--- src/rtl/mem_arb_pkg.sv ---
// Shared constants for the two-port memory arbiter:
// FSM state codes, owner IDs and burst default.
package mem_arb_pkg;

  localparam logic [1:0] IDLE     = 2'd0;
  localparam logic [1:0] CORE_OWN = 2'd1;
  localparam logic [1:0] DMA_OWN  = 2'd2;

  localparam logic OWN_CORE = 1'b0;
  localparam logic OWN_DMA  = 1'b1;

  localparam int MAX_BURST_DEF = 4;

endpackage

--- src/rtl/mem_arbiter.sv ---
// Core/DMA single-port memory arbiter: ownership FSM with
// burst limit, address mux, read-valid return, conflict count.
module mem_arbiter
  import mem_arb_pkg::*;
#(
  parameter int ADDR_W    = 10,
  parameter int DATA_W    = 16,
  parameter int MAX_BURST = MAX_BURST_DEF
) (
  input  logic              clk,
  input  logic              rst,
  input  logic              core_req,
  input  logic              core_we,
  input  logic [ADDR_W-1:0] core_addr,
  input  logic [DATA_W-1:0] core_wdata,
  output logic              core_gnt,
  output logic              core_rvld,
  input  logic              dma_req,
  input  logic              dma_we,
  input  logic              dma_last,
  input  logic [ADDR_W-1:0] dma_addr,
  input  logic [DATA_W-1:0] dma_wdata,
  output logic              dma_gnt,
  output logic              dma_rvld,
  output logic [DATA_W-1:0] rdata,
  output logic [ADDR_W-1:0] mem_addr,
  output logic [DATA_W-1:0] mem_wdata,
  output logic              mem_we,
  input  logic [DATA_W-1:0] mem_rdata,
  output logic [15:0]       conflict_cnt
);

  localparam int BW = $clog2(MAX_BURST + 1);
  localparam logic [BW-1:0] BMAX = BW'(MAX_BURST);

  logic [1:0]        state_q, state_d;
  logic              last_q, last_d;
  logic [BW-1:0]     beat_q, beat_d, beat_now;
  logic [15:0]       cnt_q, cnt_d;
  logic [DATA_W-1:0] rdata_q, rdata_d;
  logic              crv_q, drv_q;

  logic core_own, dma_own;
  logic owner_req, other_req, owner_gnt, owner_we;
  logic denied, done;

  assign core_own  = state_q == CORE_OWN;
  assign dma_own   = state_q == DMA_OWN;
  assign core_gnt  = core_own & core_req;
  assign dma_gnt   = dma_own & dma_req;
  assign owner_req = core_own ? core_req : dma_req;
  assign other_req = core_own ? dma_req : core_req;
  assign owner_we  = core_own ? core_we : dma_we;
  assign owner_gnt = core_gnt | dma_gnt;

  always_comb begin
    mem_addr  = '0;
    mem_wdata = '0;
    mem_we    = 1'b0;
    case (state_q)
      CORE_OWN: begin
        mem_addr  = core_addr;
        mem_wdata = core_wdata;
        mem_we    = core_we & core_gnt;
      end
      DMA_OWN: begin
        mem_addr  = dma_addr;
        mem_wdata = dma_wdata;
        mem_we    = dma_we & dma_gnt;
      end
      default: ;
    endcase
  end

  // beat_now includes the beat granted this cycle
  assign beat_now = (beat_q == BMAX) ? BMAX
                  : beat_q + BW'(owner_gnt);
  assign done = ~owner_req
              | (dma_gnt & dma_last)
              | ((beat_now == BMAX) & other_req);

  always_comb begin
    state_d = state_q;
    last_d  = last_q;
    beat_d  = beat_q;
    case (state_q)
      IDLE: begin
        beat_d = '0;
        if (core_req && (!dma_req || last_q == OWN_DMA)) begin
          state_d = CORE_OWN;
          last_d  = OWN_CORE;
        end else if (dma_req) begin
          state_d = DMA_OWN;
          last_d  = OWN_DMA;
        end
      end
      CORE_OWN, DMA_OWN: begin
        if (!done) begin
          beat_d = beat_now;
        end else begin
          beat_d = '0;
          if (other_req) begin
            state_d = core_own ? DMA_OWN : CORE_OWN;
            last_d  = core_own ? OWN_DMA : OWN_CORE;
          end else if (!owner_req) begin
            state_d = IDLE;
          end
        end
      end
      default: state_d = IDLE;
    endcase
  end

  assign denied = (core_req & ~core_gnt)
                | (dma_req & ~dma_gnt);
  assign cnt_d  = (denied && cnt_q != 16'hFFFF)
                ? cnt_q + 16'd1 : cnt_q;
  assign rdata_d = (owner_gnt & ~owner_we)
                 ? mem_rdata : rdata_q;

  always_ff @(posedge clk) begin
    if (rst) begin
      state_q <= IDLE;
      last_q  <= OWN_DMA;
      beat_q  <= '0;
      cnt_q   <= '0;
      rdata_q <= '0;
      crv_q   <= 1'b0;
      drv_q   <= 1'b0;
    end else begin
      state_q <= state_d;
      last_q  <= last_d;
      beat_q  <= beat_d;
      cnt_q   <= cnt_d;
      rdata_q <= rdata_d;
      crv_q   <= core_gnt & ~core_we;
      drv_q   <= dma_gnt & ~dma_we;
    end
  end

  assign core_rvld    = crv_q;
  assign dma_rvld     = drv_q;
  assign rdata        = rdata_q;
  assign conflict_cnt = cnt_q;

endmodule

--- config.mk ---
export PLATFORM = sky130hd
export DESIGN_NAME = mem_arbiter
export DESIGN_NICKNAME = d
export VERILOG_FILES = /design/src/rtl/mem_arb_pkg.sv /design/src/rtl/mem_arbiter.sv
export SDC_FILE = /design/constraint.sdc
export NUM_CORES = 1
export LEC_CHECK = 0
export ABC_CLOCK_PERIOD_IN_PS = 2700
export CAP_MARGIN = 25
export CORE_AREA = 10 10 95 97
export CTS_CLUSTER_DIAMETER = 80
export CTS_CLUSTER_SIZE = 12
export DETAILED_ROUTE_END_ITERATION = 10
export DIE_AREA = 0 0 105 107
export GPL_TIMING_DRIVEN = 0
export PLACE_DENSITY = 0.86
export SKIP_LAST_GASP = 1
export SYNTH_ARGS = -nofsm -noshare
export SYNTH_HDL_FRONTEND = slang
export SYNTH_SLANG_ARGS = --single-unit
--- constraint.sdc ---
create_clock -name clk -period 2.7 [get_ports clk]
set_clock_uncertainty 0.2 [all_clocks]
set_input_delay 0.54 -clock clk [delete_from_list [all_inputs] [get_ports clk]]
set_output_delay 0.54 -clock clk [all_outputs]
set_load 0.03 [all_outputs]
Word level (Yosys, flattened, before mapping)
Index checks and enable logic that the tools add are counted.

Add/sub/neg operators: 2. Eq/ne operators: 9. Mux-type cells: 22. Bitwise operators: 21. Reductions and logical operators: 9.

Operators by type and width (number): $pmux W16 S2 (1); $pmux W10 S2 (1); $add A16 B1 Y16 const B (1); $ne A16 B16 Y1 const B (1); $mux W2 (6); $and A1 B1 Y1 (11); $mux W1 (8); $eq A3 B3 Y1 const B (2); $mux W3 (2); $ne A3 B3 Y1 const B (2); $not A1 Y1 (6); $pmux W3 S2 (1); $ne A2 B2 Y1 const B (2); $or A1 B1 Y1 (4); $pmux W1 S2 (2); $pmux W2 S2 (1); $reduce_and A4 Y1 (1); $add A3 B1 Y3 (1); $reduce_and A3 Y1 (1); $eq A2 B1 Y1 const B (1); $eq A2 B2 Y1 const B (1); $logic_and A1 B1 Y1 (2); $logic_not A2 Y1 (1); $reduce_bool A2 Y1 (1); 3 further kinds (3).

Bits in registers: 40. Bits of input ports: 75. Output and inout port bits: 63.

Depth between registers and ports, before layout
Gate-level depths: netlist of the first run.

Word-level depth: 10. Mapped depth: 10. Depth with buffers taken out: 10.

Worst setup path after synthesis of the first run
OpenSTA, ideal clock, no wires.

Kind: register -> register. Start: register state_q[1]. End: register state_q[0]. Library setup time: 0.072 ns. Data arrival time: 2.418 ns. Data required time: 2.428 ns. Setup slack: 0.010 ns. Stages on the path, launching flop included: 11. Buffers on the path: 0. Period minus slack after synthesis: 2.690 ns. Cells stage by stage: dfxtp_1 > inv_1 > ha_1 > nand2_1 > nand2_1 > ha_1 > ha_1 > nor4b_1 > nor3_1 > a221oi_1 > mux2i_1.

Longest elaborated chain between the ends: 10. Elaborated cells between the ends (all ways): 25.

Ends and longest elaborated chain: start: declaration (RTL line mem_arbiter.sv:36) `logic [1:0] state_q, state_d;`; start signal: assignment (RTL line mem_arbiter.sv:131) `state_q <= state_d;`; $eq A2 B1 Y1 or $eq A2 B2 Y1 (tied branches) (RTL line mem_arbiter.sv:47, mem_arbiter.sv:86, mem_arbiter.sv:48); $and A1 B1 Y1 (on tied branches) (RTL line mem_arbiter.sv:49, mem_arbiter.sv:50); $or A1 B1 Y1 (RTL line mem_arbiter.sv:54) `assign owner_gnt = core_gnt | dma_gnt;`; $add A3 B1 Y3 (RTL line mem_arbiter.sv:77) `: beat_q + BW'(owner_gnt);`; $mux W3 (RTL line mem_arbiter.sv:76) `assign beat_now = (beat_q == BMAX) ? BMAX`; $eq A3 B3 Y1 (RTL line mem_arbiter.sv:80) `| ((beat_now == BMAX) & other_req);`; $and A1 B1 Y1 (RTL line mem_arbiter.sv:80); $or A1 B1 Y1 (RTL line mem_arbiter.sv:80); $ne A2 B2 Y1 (no source line); $reduce_and A3 Y1 (no source line).

Several ways; a longest one is shown, not always the timed one. The select of a mux whose other input is x is not followed. A chain may end at the register's enable or synchronous reset.

Worst setup path after layout of the first run
Start: register state_q[1]. End: output mem_wdata[14].

Longest elaborated chain between the ends: 2. Elaborated cells between the ends (all ways): 3.

Ends and longest elaborated chain: $eq A2 B2 Y1 or $eq A2 B1 Y1 (tied branches) (RTL line mem_arbiter.sv:60) `case (state_q)`; $pmux W16 S2 (*) (RTL line mem_arbiter.sv:60); end: declaration (RTL line mem_arbiter.sv:27) `output logic [DATA_W-1:0] mem_wdata,`.

Every way passes the cells marked *; elsewhere a longest branch is shown, timed or not.

==> flow_summary.yaml, run 1 <==
sta:
  rsz0062_at_grt: "true"
  max-slew-margin-rel: 0.632
  hold_viol_final: 0
  worstMarginPinSlew_ps: 553
  layout_min_cycle_time_ps: 2650
  setup_slack_ps: 46.9
  finalSetupViolCount: 0
  finalMaxSlewViolations: 0
  max_freq_mhz: 377
  worst_hold_slack_ps: 293
  finalSetupTns_ps: 0
  fin_crit_sh: 0.983
yosys:
  yosysUniqueCellTypes: 57
  ys_seq_area_frac: 0.330
  ys.flop_type: "dfxtp_1"
  syn_inst: 269
  synth.yosys.warnings: 0
  synth-edff-count: 0
  synth_seq_cells: 40
  syn-cell-area_mm2: 0.00242
  synth_fp_nets: 351
  postSynthAreaPerCell_um2: 9.01
  async_flop_share: 0
cells_and_area:
  area_growth_pct: 65.6
  fin_area_mm2: 0.00401
  stdcell_count: 511
  antenna_cells: 0
  layout.nets: 493
  utilization: 0.562
  drive_gt1_frac: 0.180
global_routing:
  grt_first_pass_wirelength_mm: 14.7
  grt_start_max_net_pins: 13
  grtUsageTotal: 0.158
  grt-ovfl-total: 0
  antenna_found_initial: 0
  first_global_vias: 2723
clock_network:
  cts_inserted_buffers: 5
  cts_tree: "done"
  clock-sinks: 40
  post_cts_buffers: 0
  htree_num_levels: 2
  clock_latency_ps: 290
  holdBufCountCts: 0
  clk_path_buf_depth: 2
  root_buffer: "clkbuf_8"
  path_clk_slew_ps: 80
critical_path:
  rrSetupSlack_ps: 110
  critical_path_class: "reg2out"
  reg2reg_to: "state_q[0]"
  crit_fanout: 10
  worstSetupStartpointType: "register"
  endpoint_kind: "output port"
  r2r-start: "state_q[1]"
  worstPathRequired_ps: 1960
  reg2regPathDepth: 10
  critPathArrivalTime_ps: 1910
job:
  max-cap-violations: 0
worst_hold_path:
  worstHoldEndpoint: "state_q[1]"
  worst_hold_path_type: "reg2reg"
  min_path_cells: 2
  min_from: "state_q[1]"
die:
  die-area_mm2: 0.0112
  die_h_um: 107
  die_w_um: 105
  row_count: 31
  num_io_pins: 138
  coreArea_mm2: 0.00714
  start_util: 0.340
detailed_routing:
  drcViolationCount: 0
  vias: 2646
  post_drt_wl_per_cell_um: 18.0
  vias_per_cell: 5.18
  wirelength_mm: 9.22
  antenna_left: 0
  drtPass1Iterations: 4
  drtIter0Drc: 136
placement:
  placed_cells: 504
  place_ws_ps: -657
  portBuffers: 136
  dpl_cell_area_mm2: 0.00391
  place_hpwl_mm: 7.12
  place_congestion: 0.778
pwr:
  p_per_area_mw_per_mm2: 653
  power.total_mw: 2.62
  vdd_drop_max_uv: 478
  p_leak_nw: 1.54
outcome:
  status: "finished clean"
metal layers:
metal	up-vias	share of wire	global-route usage
met5	-	0	0
met4	0	0.0076	0.0343
met1	1224	0.43	0.185
li1	1272	-	-
met2	145	0.46	0.263
met3	5	0.11	0.0683
worst max path at each step:
| stage | slack, ps | start | end | depth (start not counted) |
|---|---|---|---|---|
| 3_3_place_gp | -610 | dma_req | state_q[0] | 10 |
| 3_5_place_dp | -660 | state_q[0] | mem_wdata[4] | 7 |
| 6_report | 50 | state_q[1] | mem_wdata[14] | 6 |
| 5_1_grt | -40 | state_q[1] | state_q[0] | 10 |
| 4_1_cts | -100 | state_q[1] | mem_wdata[4] | 7 |
| 2_1_floorplan | 10 | state_q[1] | state_q[0] | 10 |
final cells by class:
class                   count  area, um2
inverters                  14       52.6
fillers                   636       3120
repair buffers            136       1260
multi-input cells         200       1580
plain buffers              14       98.8
flip-flops and latches     40        806
clock buffers               7       86.3
well taps                  99        124
clock inverters             1       7.51
flip-flops by register name (all words and copies together), names as in the netlist:
name and flops:
conflict_cnt 16, rdata 16, beat_q 3, state_q 2, core_rvld 1, dma_rvld 1, last_q 1
layout by cell type (no fill, tap or decap), types with 3 or more instances in the layout:
| cell | netlist | layout |
|---|---|---|
| a211oi_1 | 3 | 3 |
| a21oi_1 | 8 | 8 |
| a22o_1 | 26 | 26 |
| buf_2 | 3 | 19 |
| buf_6 | 1 | 4 |
| clkbuf_1 | 8 | 6 |
| clkbuf_4 | 0 | 4 |
| clkbuf_8 | 0 | 6 |
| clkdlybuf4s15_1 | 0 | 3 |
| clkdlybuf4s50_1 | 0 | 105 |
| dfxtp_1 | 40 | 38 |
| ha_1 | 7 | 3 |
| ha_4 | 0 | 3 |
| inv_1 | 13 | 13 |
| mux2_2 | 8 | 8 |
| mux2i_1 | 19 | 19 |
| nand2_1 | 17 | 17 |
| nand3_1 | 3 | 3 |
| nand4_1 | 3 | 3 |
| nor2_1 | 33 | 33 |
| nor2b_1 | 11 | 11 |
| nor3_1 | 7 | 7 |
| o21ai_0 | 5 | 5 |
power by group:
part	switching [mW]	internal (mW)
logic	0.851	0.625
clock network	0.216	0.208
registers	0.0620	0.661
cells in the mapped netlist, types with 2 or more instances:
cell / n / share of area
o21ai_0: 5 / 0.010
buf_2: 3 / 0.0062
nand2_1: 17 / 0.026
mux2_2: 8 / 0.037
nor3_1: 7 / 0.014
a21oi_1: 8 / 0.017
nor4_1: 2 / 0.0052
a22o_1: 26 / 0.094
inv_1: 13 / 0.020
o211ai_1: 2 / 0.0062
clkbuf_1: 8 / 0.012
nand4_1: 3 / 0.0077
buf_1: 2 / 0.0031
a211o_1: 2 / 0.0072
a2111oi_2: 2 / 0.012
nor2b_1: 11 / 0.028
nand2b_1: 2 / 0.0052
a31oi_1: 2 / 0.0052
or4_1: 2 / 0.0062
dfxtp_1: 40 / 0.33
and2_1: 3 / 0.0077
o22ai_1: 2 / 0.0052
a211oi_1: 3 / 0.0093
nand3_1: 3 / 0.0062
mux2i_1: 19 / 0.078
o31ai_1: 2 / 0.0062
nor2_1: 33 / 0.051
ha_1: 7 / 0.036
nor4b_1: 3 / 0.011
a32oi_1: 2 / 0.0072
worst max-delay path: stages (launching register included):
cell             delay [ps]
dfxtp_2                 360
inv_1                   110
ha_4                    320
and2_1                  130
buf_4                   170
a22o_1                  150
clkdlybuf4s15_1         380
kinds of logic after synthesis:
logic type	share of synthesized area
adders and majority gates	0.0361
DFF	0.330
buffers and inverters	0.0511
muxes	0.120
AOI/OAI and AO/OA	0.235
and+or+nand+nor	0.227
repair_timing:
item / 4_1_cts / 5_1_grt
cloned: 0 / 0
setup endpoints to repair: 33 / 31
gates resized for setup: 135 / 17
pin swaps: 3 / 1
Power figures use the tool's default switching activity.
==> run 2, diff against run 1 <==
--- a/config.mk
+++ b/config.mk
@@ -7,13 +7,13 @@
 export LEC_CHECK = 0
 export ABC_CLOCK_PERIOD_IN_PS = 2700
 export CAP_MARGIN = 25
-export CORE_AREA = 10 10 95 97
+export CORE_AREA = 10 10 129 72
 export CTS_CLUSTER_DIAMETER = 80
 export CTS_CLUSTER_SIZE = 12
 export DETAILED_ROUTE_END_ITERATION = 10
-export DIE_AREA = 0 0 105 107
+export DIE_AREA = 0 0 139 82
 export GPL_TIMING_DRIVEN = 0
-export PLACE_DENSITY = 0.86
+export PLACE_DENSITY = 0.88
 export SKIP_LAST_GASP = 1
 export SYNTH_ARGS = -nofsm -noshare
 export SYNTH_HDL_FRONTEND = slang
==> run 2 against run 1 <==
  * Final cell count fell by 0.20%
  * Sequential share of layout area fell by 0.50 points
  * Cell area rose by 2.2%
  * Worst hold slack improved by 9.3 ps
  * Highest routed layer unchanged
  * Die area rose by 1.5%
  * Critical path type unchanged
  * Flip-flop and latch count did not move
  * Critical path depth did not move
  * Wire length rose by 1.6%
  * Global-route usage fell by 0.34 points
  * Sequential power rose by 0.7%
==> flow_summary.yaml, run 2 (synthesis results as in run 1) <==
pwr:
  p_comb_frac: 0.517
  seq_power_share: 0.251
  clkPwrFrac: 0.233
  p_leak_nw: 1.58
  power.total_mw: 2.90
  p_sw_mw: 1.16
  swShare: 0.401
  p_per_area_mw_per_mm2: 708
  p_int_mw: 1.74
  vdd_drop_max_uv: 350
placement:
  place_congestion: 0.860
  portBuffers: 136
  place_hpwl_mm: 7.34
  dpl_cell_area_mm2: 0.00391
  placed_cells: 501
critical_path:
  worst_path_max_delay_cell: "dlygate4sd2_1"
  reg2regPathDepth: 10
  crit_fanout: 10
  worstSetupStartpointType: "register"
  reg2reg_to: "state_q[0]"
  max_stage_delay_ps: 400
  rrSetupSlack_ps: 140
  critical_path_class: "reg2out"
  endpoint_kind: "output port"
  worstPathRequired_ps: 1960
  r2r-start: "state_q[1]"
  critPathArrivalTime_ps: 1890
  path_cells: "inv_2 -> ha_4 -> and2_1 -> buf_4 -> a22o_1 -> dlygate4sd2_1"
sta:
  finalMaxSlewViolations: 0
  layout_min_cycle_time_ps: 2630
  fin_crit_sh: 0.974
  finalSetupViolCount: 0
  rsz0062_at_grt: "true"
  max-slew-margin-rel: 0.632
  worstMarginPinSlew_ps: 552
  hold_viol_final: 0
  max_freq_mhz: 380
detailed_routing:
  route.met2.wl_mm: 4.89
  drcViolationCount: 0
  drtPass1Iterations: 4
  post_drt_wl_per_cell_um: 18.4
  antenna_left: 0
  vias: 2668
  vias_per_cell: 5.23
  wl_met1_mm: 3.90
  maxUsedRoutingLayer: "met4"
  wirelength_mm: 9.37
  wl_met3_um: 536
  drtIter0Drc: 209
clock_network:
  clock_latency_ps: 290
  cts_tree: "done"
  htree_num_levels: 2
  root_buffer: "clkbuf_16"
  clock-sinks: 40
  path_clk_slew_ps: 60
  clk_path_buf_depth: 2
  cts_inserted_buffers: 5
cells_and_area:
  stdcell_count: 510
  layout.nets: 495
  area_growth_pct: 69.3
  fin_area_mm2: 0.00410
  layout_commonest_cell: "clkdlybuf4s50_1"
  layout_common_cells: "clkdlybuf4s50_1 (105), dfxtp_1 (38), nor2_1 (33), a22o_1 (26), mux2i_1 (19)"
  antenna_cells: 0
  drive_gt1_frac: 0.186
global_routing:
  antenna_found_initial: 0
  grt_start_max_net_pins: 13
  grt-ovfl-total: 0
  grt_first_pass_wirelength_mm: 14.3
  first_global_vias: 2666
  grtUsageTotal: 0.155
worst_hold_path:
  worst_hold_path_type: "reg2reg"
  min_path_cells: 2
  min_from: "rdata[9]"
  worstHoldEndpoint: "rdata[9]"
die:
  die_h_um: 82
  die_w_um: 139
  start_util: 0.341
  die-area_mm2: 0.0114
  row_count: 22
  num_io_pins: 138
  coreArea_mm2: 0.00710
job:
  max-cap-violations: 0
outcome:
  status: "finished clean"
-- run 2: worst max-delay path by stage --
stage                from            end  cells past startpoint
6_report       state_q[1]    mem_addr[7]                      6
4_1_cts        state_q[0]  mem_wdata[12]                      6
2_1_floorplan  state_q[1]     state_q[0]                     10
3_5_place_dp      dma_req     state_q[1]                     10
3_3_place_gp      dma_req     state_q[1]                     10
5_1_grt        state_q[1]   mem_wdata[1]                      7
-- run 2: critical path, delay by kind of cell (launching register included) --
kind | cells | cell delay (ps)
buffers and inverters | 3 | 650
DFF | 1 | 390
and+or+nand+nor | 1 | 120
adders and majority gates | 1 | 300
AOI/OAI and AO/OA | 1 | 130
-- run 2: through the flow --
| step | setup TNS (ps) | hold WS, ps | worst slack, ps | utilization |
|---|---|---|---|---|
| after detailed placement | -16540 | 284 | -725 | 0.550 |
| final | 0 | 302 | 68.9 | 0.578 |
| after global placement | -14510 | 272 | -648 | 0.550 |
| after global routing | -23.4 | 323 | -15.0 | 0.578 |
| after CTS | -1010 | 307 | -100 | 0.579 |
| after floorplan | 0 | 268 | 10.0 | - |
-- run 2: power by group through the flow --
stage	Sequential (mW)	Clock [mW]	Combinational, mW
4_1_cts	0.715	0.690	1.46
3_5_place_dp	0.728	0	1.44
6_report	0.728	0.675	1.50
2_1_floorplan	0.801	0	0.824
3_3_place_gp	0.721	0	1.42
5_1_grt	0.735	0.704	1.60
-- run 2: metal layers --
metal / GRT usage / vias to the layer above
met4: 0.0269 / 0
met3: 0.0443 / 8
met2: 0.286 / 77
li1: - / 1292
met5: 0 / -
met1: 0.179 / 1291
-- run 2: area by class of cell --
cell class / count / area (um2)
Clock inverter: 2 / 35.0
Clock buffer: 6 / 129
Tap cell: 96 / 120
Fill cell: 621 / 3000
Timing Repair Buffer: 138 / 1280
Sequential cell: 40 / 803
Buffer: 14 / 95.1
Multi-Input combinational cell: 200 / 1590
Inverter: 14 / 52.6
-- run 2: what timing repair did --
action	4_1_cts	5_1_grt
setup buffers	0	2
setup endpoints to repair	33	31
pin swaps	3	2
hold buffers	0	0
hold endpoints to repair	0	0
gates resized for setup	109	44
==> variant 1, RTL diff (config.mk and constraints of run 2) <==
Change the parameter `ADDR_W` from 10 to 11.
--- a/src/rtl/mem_arbiter.sv
+++ b/src/rtl/mem_arbiter.sv
@@ -5,3 +5,3 @@
 #(
-  parameter int ADDR_W    = 10,
+  parameter int ADDR_W    = 11,
   parameter int DATA_W    = 16,
Ports: changed (resized core_addr, dma_addr and mem_addr); port bits go from 138 to 141. No check against the original RTL was run, so the function may have changed too.
==> variant 1 against run 2 <==
Synthesized area is 1.7% higher; worst setup slack got worse by 8.7 ps; power down 4.8%; routed wire length is 0.31% higher; final area fell by 0.37%; sequential cell count stayed put; clock power increased by 12%; critical path depth is 2 higher; die area stayed put; via count fell by 1.8%; critical path type unchanged; largest cell class unchanged; largest power group unchanged.
==> variant 1: results (changes against run 2) <==
metric;value;unit;change
status;complete, no violations;;
VDD IR max;0.264;mV;-25%
fin nets;504;;+1.8%
placed inst area;3980;um^2;+1.8%
Vias per Instance;5.08;;-2.9%
Int Pwr;0.00175;W;+0.52%
met1 GRT Util;18.9;%;+1.0 points
Crit path largest cell delay;350;ps;-50 ps
DRT iter0 DRCs;144;;-31%
vias in the first global route;2553;;-4.2%
syn nets;358;;+2.0%
synth cell count leaders;dfxtp_1, nor2_1, a22o_1, mux2i_1, nand2_1;;
Tot GR Track Use;14.9;%;-0.51 points
Rel. slew slack;64.1;%;+0.92 points
port buffer count;139;;+2.2%
hpwl dp;7680;um;+4.6%
number of fill cells;624;;+0.48%
share of cells above drive strength 1;17.9;%;-0.74 points
global-route wire length before repair;13900;um;-2.3%
yosys warns;0;;unchanged
met2 Resource Use GR;24.2;%;-4.3 points
WL/cell;18.2;um;-0.86%
flop2flop setup slack;230;ps;+90 ps
hold path depth;2;;unchanged
met3 Resource Use GR;5.35;%;+0.92 points
top cells by area, synth;dfxtp_1, a22o_1, mux2i_1;;
Register-to-Register Path Depth;11;;+1
Leak;1.66;nW;+5.0%
GP Congestion;0.830;;-3.5%
largest net degree at the start of global routing;13;;unchanged
crit path max-delay cell type;dfxtp_2;;
register area share after synthesis;32.5;%;-0.54 points
-- variant 1: area by class of cell --
type | count | area (um^2) | area share (%)
multi-input combinational | 204 | 1540 | 37.5
inverter | 12 | 45.0 | 1.10
timing repair buffer | 140 | 1270 | 31.1
tap | 96 | 120 | 2.94
sequential | 40 | 803 | 19.6
clock inverter | 2 | 60.1 | 1.47
clock buffer | 5 | 125 | 3.06
buffer | 17 | 130 | 3.18
-- variant 1: routing by layer --
| layer | wire [um] | vias to the layer above |
|---|---|---|
| met5 | 0 | - |
| met4 | 75 | 0 |
| met3 | 646 | 11 |
| met2 | 4570 | 79 |
| met1 | 4110 | 1235 |
| li1 | - | 1295 |
-- variant 1: worst register-to-register path: stages (launching register included) --
cell	delay, ps
dfxtp_2	350
inv_1	80
ha_1	190
buf_6	140
nand2_1	120
nand2_1	70
ha_1	180
ha_1	300
nor2_2	160
o2111ai_2	170
a221oi_2	290
o2bb2ai_1	110
-- variant 1: repair_timing --
action | CTS | global route
hold buffers | 0 | 0
resized for setup | 128 | 27
pin swaps | 0 | 1
buffers inserted | 0 | 1
endpoints found under the setup margin | 29 | 32
gates cloned | 0 | 0
-- variant 1: metrics by stage --
step	power [W]	setup WS (ps)	hold slack [ps]	std cells	utilization (%)
after floorplan	0.00152	163	247	274	-
after global placement	0.00200	-710	269	509	56.0
after detailed placement	0.00203	-758	285	509	56.0
after CTS	0.00276	-23.4	286	515	57.5
after global routing	0.00291	-14.2	314	516	57.6
final	0.00276	60.2	283	516	57.6
-- variant 1: power groups by stage --
stage	clock, W	sequential [W]	combinational, W
final	0.000759	0.000712	0.00129
after global routing	0.000803	0.000722	0.00138
after CTS	0.000774	0.000711	0.00128
after detailed placement	0	0.000723	0.00131
after global placement	0	0.000718	0.00128
after floorplan	0	0.000801	0.000722
-- variant 1: logic make-up (layout without fill, tap and decap cells) --
group                      count (synthesis)  count (layout)  synth area share, %
muxes                                     32              32                 13.7
and+or+nand+nor                           96              96                 20.6
buffers and inverters                     30             176                 6.25
adders and majority gates                  7               7                 3.55
AOI/OAI and AO/OA                         69              69                 23.5
DFF                                       40              40                 32.5
-- variant 1: final timing paths --
path                  endpoint       start
setup / recovery  mem_wdata[9]  state_q[1]
hold / removal      state_q[1]  state_q[1]
setup reg to reg        last_q  state_q[1]
hold reg to reg     state_q[1]  state_q[1]
==> variant 2, RTL diff (settings of run 2) <==
Made on the original files. `rdata_q` no longer has a reset.
--- a/src/rtl/mem_arbiter.sv
+++ b/src/rtl/mem_arbiter.sv
@@ -126,3 +126,2 @@
       cnt_q   <= '0;
-      rdata_q <= '0;
       crv_q   <= 1'b0;
@@ -134,3 +133,2 @@
       cnt_q   <= cnt_d;
-      rdata_q <= rdata_d;
       crv_q   <= core_gnt & ~core_we;
@@ -138,2 +136,6 @@
     end
+  end
+
+  always_ff @(posedge clk) begin
+    rdata_q <= rdata_d;
   end
Function: differs if rst is asserted again (counterexample within 4 cycles, from zero or initial values and one cycle with rst high); with rst held inactive, the same outputs for 10 cycles.
==> variant 2 against run 2 <==
Synthesized area shrank 4.6%; worst setup slack gained 20 ps; sequential cell count is the same; global-route usage shrank 1.1 points; first-iteration DRC count shrank 32%; synthesized cell count shrank 14%; routed wire length shrank 4.6%; power shrank 7.8%; sequential power grew 5.2%; non-clock buffer count shrank 4; largest power group unchanged; final area shrank 3.6%; critical path type unchanged.
==> variant 2: results (changes against run 2) <==
metric;value;unit;change
Netlist cell types;54;;-5.3%
mux share of post-synthesis cell area;6.17;%;-5.9 points
Post-synth EDFFs;16;;+16
status;complete, no violations;;
global-route wire length before repair;13100;um;-8.3%
Vias per Instance;5.19;;-0.77%
cell count after placement;463;;-7.6%
hold endpoint;state_q[1];;
syn nets;314;;-11%
GP Congestion;0.828;;-3.7%
flop2flop setup slack;140;ps;about the same
Setup crit end;mem_wdata[10];;
Finished Layout Cells;471;;-7.6%
Clock transition at path regs;60;ps;about the same
WHS;284;ps;-18.5 ps
Post-CTS Resized;137;;+26%
DRT iter0 DRCs;142;;-32%
power per cell area;677;nW/um^2;-4.4%
crit path max-delay cell type;dfxtp_2;;
Register-to-Register Path Depth;11;;+1
Post-Synth Adder-Cell Area;3.79;%;+0.17 points
register area share after synthesis;41.6;%;+8.5 points
WS Path Type;reg -> out;;
NetSw;0.000999;W;-14%
Leak;1.54;nW;-2.9%
WL/cell;19.0;um;+3.3%
number of fill cells;632;;+1.8%
top cells by area, synth;dfxtp_1, edfxtp_1, a22o_1;;
port buffer count;135;;-0.74%
ANT cells;0;;unchanged
placed inst area;3790;um^2;-2.9%
Rel. slew slack;58.9;%;-4.3 points
VDD IR max;0.309;mV;-12%
Crit path largest cell delay;350;ps;-50 ps
Logic pwr share;46.0;%;-5.7 points
share of cells above drive strength 1;18.4;%;-0.20 points
hpwl dp;7040;um;-4.1%
vias in the first global route;2436;;-8.6%
synth cell count leaders;a22o_1, dfxtp_1, edfxtp_1, nand2_1, nor2_1;;
Compound-Gate Fraction of Synth Area;24.4;%;+0.81 points
RR Endpoint;last_q;;
Tot GR Track Use;14.3;%;-1.1 points
largest net degree at the start of global routing;17;;+4
Mapped Cells;232;;-14%
hold_sp;state_q[1];;
WP data arrival;1870;ps;-20 ps
pre-CTS worst setup slack;-675;ps;+50.2 ps
hold path depth;2;;unchanged
Post-CTS Setup Repair Bufs;0;;unchanged
Clk. pwr;0.000678;W;
multi-input logic area;1290;um^2;-19%
setup slack after layout;89.0;ps;+20.1 ps
-- variant 2: changes by cell type in the layout (fill, tap and decap cells not counted), sizes merged, moves of 3 or more --
cell / delta
nor3: -3
nand3: +4
nor2: -17
clkbuf: -3
o2111ai: +3
dfxtp: -16
nand4: -3
mux2i: -16
edfxtp: +16
inv: -3
dlygate4sd2: -6
-- variant 2: layout make-up --
class | count | share of cell area (%)
multi-input combinational | 168 | 32.6
timing repair buffer | 136 | 32.4
sequential | 40 | 24.4
clock buffer | 5 | 3.16
tap | 96 | 3.04
buffer | 12 | 2.34
clock inverter | 3 | 1.08
inverter | 11 | 1.04
-- variant 2: routing by layer --
| metal | GRT usage [%] | share of wire, % | vias up |
|---|---|---|---|
| met5 | 0 | 0 | - |
| met1 | 17.4 | 43 | 1192 |
| met4 | 4.66 | 1.1 | 0 |
| met2 | 23.8 | 51 | 70 |
| met3 | 4.95 | 5.0 | 12 |
| li1 | - | - | 1171 |
